--- src/rtl/tick_sprite_mover_pkg.sv ---
// Shared types and the per-axis bounce step for the sprite mover.
package sprite_pkg;

  localparam int POS_W = 12;

  typedef enum logic [1:0] {IDLE, RUN, PAUSE} mover_state_t;
  typedef enum logic {DIR_POS = 1'b0, DIR_NEG = 1'b1} dir_t;

  typedef struct packed {
    logic [POS_W-1:0] pos;
    dir_t             dir;
    logic             hit;
  } axis_t;

  // One step along an axis. The sum is one bit wider than the position
  // so that pos+step cannot wrap before it is compared with the limit.
  function automatic axis_t axis_step(input logic [POS_W-1:0] pos,
                                      input dir_t             dir,
                                      input logic [POS_W:0]   step,
                                      input logic [POS_W:0]   lim);
    axis_t          r;
    logic [POS_W:0] p;
    p     = {1'b0, pos};
    r.pos = pos;
    r.dir = dir;
    r.hit = 1'b0;
    if (dir == DIR_POS) begin
      if (p + step >= lim) begin
        r.pos = lim[POS_W-1:0];
        r.dir = DIR_NEG;
        r.hit = 1'b1;
      end else begin
        r.pos = POS_W'(p + step);
      end
    end else begin
      if (p <= step) begin
        r.pos = '0;
        r.dir = DIR_POS;
        r.hit = 1'b1;
      end else begin
        r.pos = POS_W'(p - step);
      end
    end
    return r;
  endfunction

endpackage

--- src/rtl/tick_sprite_mover_if.sv ---
// Control inputs and position outputs of the sprite mover.
interface tick_sprite_mover_if;
  import sprite_pkg::*;

  logic             tick_in;
  logic             start;
  logic             pause;
  logic             stop;
  logic [POS_W-1:0] xpos;
  logic [POS_W-1:0] ypos;
  logic             moving;
  logic             bounce_x;
  logic             bounce_y;

  modport master (
    output tick_in, start, pause, stop,
    input  xpos, ypos, moving, bounce_x, bounce_y
  );

  modport slave (
    input  tick_in, start, pause, stop,
    output xpos, ypos, moving, bounce_x, bounce_y
  );
endinterface

--- src/rtl/tick_sprite_mover_edge_sync.sv ---
// Two-flop synchroniser with a history flop; rise is high for one cycle
// after each synchronised low-to-high transition.
module edge_sync (
  input  logic clk,
  input  logic rst,
  input  logic d,
  output logic rise
);
  logic s1, s2, s3;

  always_ff @(posedge clk or negedge rst) begin
    if (!rst) begin
      s1 <= 1'b0;
      s2 <= 1'b0;
      s3 <= 1'b0;
    end else begin
      s1 <= d;
      s2 <= s1;
      s3 <= s2;
    end
  end

  assign rise = s2 & ~s3;
endmodule

--- src/rtl/tick_sprite_mover.sv ---
// Steps a sprite across the visible area on each divider tick, bouncing
// off the edges. xpos/ypos are the sprite's top-left corner.
module tick_sprite_mover
  import sprite_pkg::*;
#(
  parameter int X_MAX  = 800,
  parameter int Y_MAX  = 600,
  parameter int W      = 64,
  parameter int H      = 64,
  parameter int STEP_X = 4,
  parameter int STEP_Y = 2,
  parameter int X0     = 0,
  parameter int Y0     = 0
) (
  input logic               clk,
  input logic               rst,
  tick_sprite_mover_if.slave bus
);
  localparam logic [POS_W:0]   LIM_X  = (POS_W+1)'(X_MAX - W);
  localparam logic [POS_W:0]   LIM_Y  = (POS_W+1)'(Y_MAX - H);
  localparam logic [POS_W:0]   STP_X  = (POS_W+1)'(STEP_X);
  localparam logic [POS_W:0]   STP_Y  = (POS_W+1)'(STEP_Y);
  localparam logic [POS_W-1:0] X0_P   = POS_W'(X0);
  localparam logic [POS_W-1:0] Y0_P   = POS_W'(Y0);

  mover_state_t     state;
  logic [POS_W-1:0] xpos, ypos;
  dir_t             dx, dy;
  logic             moving, bounce_x, bounce_y;
  logic             tick;
  axis_t            nx, ny;

  edge_sync u_sync (
    .clk  (clk),
    .rst  (rst),
    .d    (bus.tick_in),
    .rise (tick)
  );

  always_comb begin
    nx = axis_step(xpos, dx, STP_X, LIM_X);
    ny = axis_step(ypos, dy, STP_Y, LIM_Y);
  end

  // A pause sampled on a tick edge wins: the step is dropped, not deferred.
  always_ff @(posedge clk or negedge rst) begin
    if (!rst) begin
      state    <= IDLE;
      xpos     <= X0_P;
      ypos     <= Y0_P;
      dx       <= DIR_POS;
      dy       <= DIR_POS;
      moving   <= 1'b0;
      bounce_x <= 1'b0;
      bounce_y <= 1'b0;
    end else begin
      bounce_x <= 1'b0;
      bounce_y <= 1'b0;
      if (bus.stop) begin
        state  <= IDLE;
        xpos   <= X0_P;
        ypos   <= Y0_P;
        dx     <= DIR_POS;
        dy     <= DIR_POS;
        moving <= 1'b0;
      end else begin
        case (state)
          IDLE: begin
            if (bus.start) begin
              state  <= RUN;
              moving <= 1'b1;
            end
          end
          RUN: begin
            if (bus.pause) begin
              state  <= PAUSE;
              moving <= 1'b0;
            end else if (tick) begin
              xpos     <= nx.pos;
              dx       <= nx.dir;
              bounce_x <= nx.hit;
              ypos     <= ny.pos;
              dy       <= ny.dir;
              bounce_y <= ny.hit;
            end
          end
          PAUSE: begin
            if (!bus.pause) begin
              state  <= RUN;
              moving <= 1'b1;
            end
          end
          default: begin
            state  <= IDLE;
            moving <= 1'b0;
          end
        endcase
      end
    end
  end

  assign bus.xpos     = xpos;
  assign bus.ypos     = ypos;
  assign bus.moving   = moving;
  assign bus.bounce_x = bounce_x;
  assign bus.bounce_y = bounce_y;
endmodule
--- src/flat_wrapper.sv ---
// flat-port wrapper written by rule: the top's interface ports become plain ports
module tick_sprite_mover_flat import sprite_pkg::*;
#(
  parameter int X_MAX  = 800,
  parameter int Y_MAX  = 600,
  parameter int W      = 64,
  parameter int H      = 64,
  parameter int STEP_X = 4,
  parameter int STEP_Y = 2,
  parameter int X0     = 0,
  parameter int Y0     = 0
)
  (clk, rst, bus_tick_in, bus_start, bus_pause, bus_stop, bus_xpos, bus_ypos, bus_moving, bus_bounce_x, bus_bounce_y);
  tick_sprite_mover_if bus_i ();
  input logic clk;
  input logic rst;
  input wire logic [$bits(bus_i.tick_in)-1:0] bus_tick_in;
  input wire logic [$bits(bus_i.start)-1:0] bus_start;
  input wire logic [$bits(bus_i.pause)-1:0] bus_pause;
  input wire logic [$bits(bus_i.stop)-1:0] bus_stop;
  output wire logic [$bits(bus_i.xpos)-1:0] bus_xpos;
  output wire logic [$bits(bus_i.ypos)-1:0] bus_ypos;
  output wire logic [$bits(bus_i.moving)-1:0] bus_moving;
  output wire logic [$bits(bus_i.bounce_x)-1:0] bus_bounce_x;
  output wire logic [$bits(bus_i.bounce_y)-1:0] bus_bounce_y;
  assign bus_i.tick_in = bus_tick_in;
  assign bus_i.start = bus_start;
  assign bus_i.pause = bus_pause;
  assign bus_i.stop = bus_stop;
  assign bus_xpos = bus_i.xpos;
  assign bus_ypos = bus_i.ypos;
  assign bus_moving = bus_i.moving;
  assign bus_bounce_x = bus_i.bounce_x;
  assign bus_bounce_y = bus_i.bounce_y;
  tick_sprite_mover #(.X_MAX(X_MAX), .Y_MAX(Y_MAX), .W(W), .H(H), .STEP_X(STEP_X), .STEP_Y(STEP_Y), .X0(X0), .Y0(Y0)) u_core (.clk(clk), .rst(rst), .bus(bus_i));
endmodule
--- config.mk ---
export PLATFORM = sky130hd
export DESIGN_NAME = tick_sprite_mover_flat
export DESIGN_NICKNAME = d
export VERILOG_FILES = /design/src/rtl/tick_sprite_mover_pkg.sv /design/src/rtl/tick_sprite_mover_if.sv /design/src/rtl/tick_sprite_mover_edge_sync.sv /design/src/rtl/tick_sprite_mover.sv /design/src/flat_wrapper.sv
export SDC_FILE = /design/constraint.sdc
export NUM_CORES = 1
export LEC_CHECK = 0
export BUFFER_PORTS_ARGS = -buffer_cell sky130_fd_sc_hd__buf_2
export CORE_ASPECT_RATIO = 0.8
export CORE_MARGIN = 1.5
export CORE_UTILIZATION = 35
export DETAILED_ROUTE_END_ITERATION = 7
export PLACE_DENSITY = 0.49
export SETUP_SLACK_MARGIN = 0.02
export SYNTH_ARGS = -nofsm -noshare
export SYNTH_HDL_FRONTEND = slang
export SYNTH_SLANG_ARGS = --single-unit
export TNS_END_PERCENT = 1
--- constraint.sdc ---
create_clock -name clk -period 4.3 [get_ports clk]
set_clock_uncertainty 0.05 [all_clocks]
set_input_delay 0.645 -clock clk [delete_from_list [all_inputs] [get_ports clk]]
set_output_delay 0.645 -clock clk [all_outputs]
set_load 0.005 [all_outputs]
==> flow_metrics.tcl <==
set metrics [dict create \
    leakage_nw 1.20 \
    cts_tree "done" \
    synth-edff-count 0 \
    die_w_um 96.4 \
    r2r_cells 5 \
    gp_congestion 0.867 \
    hp-start "u_core.u_sync.s1" \
    start_kind "flip-flop" \
    ys.flop_type "dfrtp_1" \
    syn_avg_cell_area_um2 8.25 \
    max_freq_ghz 0.372 \
    holdBufCountCts 0 \
    worstSetupPathType "flip-flop to flip-flop" \
    antenna_found_initial 0 \
    synth_largest_area_cell "dfrtp_1" \
    initial_utilization_pct 35.8 \
    path_buf_inv 0 \
    cts_max_level 2 \
    cts_sinks 30 \
    dr_total_vias 2276 \
    maxSlewViolCount 0 \
    finalSetupViolCount 0 \
    io_buffers 29 \
    drtPass1Iterations 4 \
    hpwl_mm 4.59 \
    worstPathCellList "or4_1 > o41ai_2 > nor2_1 > a2bb2oi_1 > o21ai_0" \
    drt_iter0_drc 217 \
    cp_max_fo 11 \
    wl_mm 6.62 \
    power.total_w 0.000564 \
    critical_path.endpoint_type "flip-flop" \
    fin_nets 321 \
    final_core_util_pct 39.1 \
    crit_path_top_delay_cell "o41ai_2" \
    crit_path_max_incr_delay_ps 960 \
    cts_made_buffers 5 \
    postCtsSetupBuffers 0 \
    cts_max_path_buffers 2 \
    max-vdd-ir-drop_mv 0.129 \
    status "finished clean" \
    ys_top_cells_by_area "dfrtp_1, o21ai_0, nand2_1, nor3_1, nor2_1" \
    grt_overflow 0 \
    die-area_um2 7490 \
    required_ps 4400 \
    finalHoldViolations 0 \
    syn_inst 296 \
    path_clk_slew_ps 70 \
    clock_latency_ps 280 \
    antenna_cells 0 \
    synth_seq_cells 30 \
    core_area_um2 6820 \
    ant_nets 0 \
    min_period_ps 2690 \
    tightest_slew_ps 1150 \
    final_layout_size_suffix_gt1_share_pct 17.1 \
    rr_startpoint "u_core.bus.ypos[7]" \
    cts-resized-gates 0 \
    cts-root-buf "clkbuf_8" \
    seq_area_frac_synth_pct 30.7 \
    top_level_ports 33 \
    setup_slack_ps 1610 \
    rsz0062_at_grt "no" \
    path_delay_family "compound AO/OA/AOI/OAI gates" \
    fin_tns_setup_ps 0 \
    reg2reg_to "u_core.bus.ypos[6]" \
    cp.arrival_ps 2790 \
    synthTopCellsByCount "dfrtp_1, o21ai_0, nand2_1, nor2_1, nor3_1" \
    whs_path_depth 0 \
    synth_top_area_share_pct 30.7 \
    syn_to_final_growth_pct 9.37 \
    hold_end "u_core.u_sync.s2" \
    dp.cells 389 \
    rows 27 \
    timing.slew.headroom_pct 22.8 \
    yosysWarnings 0 \
    vias_per_cell 5.73 \
    async_flop_share_pct 100 \
    drc_errors 0 \
    syn_area_um2 2440 \
    fin_crit_sh_pct 62.5 \
    dp_slack_ps 1560 \
    final_cells 397 \
    min_path_type "flip-flop to flip-flop" \
    grt.total_usage_pct 19.3 \
    max-cap-violations 0 \
    grt_pass1_vias 2096 \
    r2r_slack_ps 1610 \
    wire_per_inst_um 16.7 \
    grt_pass1_wl_mm 11.2 \
    powerDensity_nw_per_um2 211 \
    die_y_um 77.7 \
    yosysMostFrequentCell "dfrtp_1" \
    synth_cell_types 61 \
    grt_max_degree 31 \
]
[worst reg2reg max path: stages, from the launching register on]
cell and delay (ps):
dfrtp_1 480, or4_1 590, o41ai_2 960, nor2_1 160
a2bb2oi_1 210, o21ai_0 100
[worst max-delay path by stage]
stage / cells after the start / slack [ps] / from / end
2_1_floorplan: 6 / 2000 / bus_pause / u_core.bus.xpos[8]
3_3_place_gp: 6 / 1600 / bus_pause / u_core.bus.ypos[3]
3_5_place_dp: 6 / 1560 / bus_pause / u_core.bus.ypos[3]
4_1_cts: 5 / 1670 / u_core.bus.ypos[7] / u_core.bus.ypos[6]
5_1_grt: 6 / 1420 / u_core.bus.xpos[2] / u_core.bus.xpos[8]
6_report: 5 / 1610 / u_core.bus.ypos[7] / u_core.bus.ypos[6]
[registers in the layout (all words and copies together) (netlist names)]
| signal | count |
|---|---|
| u_core.bus.ypos | 11 |
| u_core.bus.xpos | 10 |
| u_core.state | 2 |
| u_core.bus.bounce_x | 1 |
| u_core.bus.bounce_y | 1 |
| u_core.dx | 1 |
| u_core.dy | 1 |
| u_core.u_sync.s1 | 1 |
| u_core.u_sync.s2 | 1 |
| u_core.u_sync.s3 | 1 |
[where the power goes]
part,internal (W),leakage [nW],switching [W]
clock,0.000129,0.0482,0.000110
combinational,0.0000121,0.736,0.0000235
sequential,0.000285,0.411,0.00000429
[metal layers]
| metal | vias to the layer above | global-route usage (%) | wire length, um |
|---|---|---|---|
| li1 | 1118 | - | - |
| met1 | 1079 | 31.5 | 3470 |
| met2 | 73 | 25.6 | 2680 |
| met3 | 6 | 3.63 | 408 |
| met4 | 0 | 3.77 | 61 |
| met5 | - | 0 | 0 |
[logic make-up (layout without fill, tap and decap cells)]
| family | count (synthesis) | in the layout | share of synthesized area, % |
|---|---|---|---|
| other | 1 | 3 | 0.154 |
| adder cells (fa/ha/maj) | 6 | 6 | 3.07 |
| buffers and inverters | 40 | 52 | 7.79 |
| AO/OA/AOI/OAI | 79 | 79 | 23.4 |
| multiplexers | 6 | 6 | 2.46 |
| flip-flops | 30 | 30 | 30.7 |
| AND/OR/NAND/NOR | 121 | 121 | 27.8 |
| XOR/XNOR | 13 | 13 | 4.66 |
[per-stage QoR]
stage               area, um2  hold WS (ps)
finish                   2670           303
floorplan                2450           281
CTS                      2670           306
detailed placement       2580           290
global placement         2580           282
global route             2670           320
[layout by cell type, fill, tap and decap left out, types with 6 or more instances in the layout]
cell type	n
inv_1	14
o21ai_0	24
clkbuf_8	6
or3_1	6
buf_2	29
nand3_1	13
dfrtp_1	30
nand2_1	23
nor3_1	17
nor2_1	21
a21oi_1	7
ha_1	6
xnor2_1	8
mux2i_1	6
and3_1	6
[area by class of cell]
| class | instances | area, um2 |
|---|---|---|
| fill | 709 | 4150 |
| timing repair buffer | 30 | 153 |
| multi-input combinational | 228 | 1520 |
| clock buffer | 7 | 86.3 |
| sequential | 30 | 751 |
| clock inverter | 1 | 5.00 |
| tap | 87 | 109 |
| inverter | 14 | 52.6 |
Note: power is estimated with default switching activity, not from simulation.
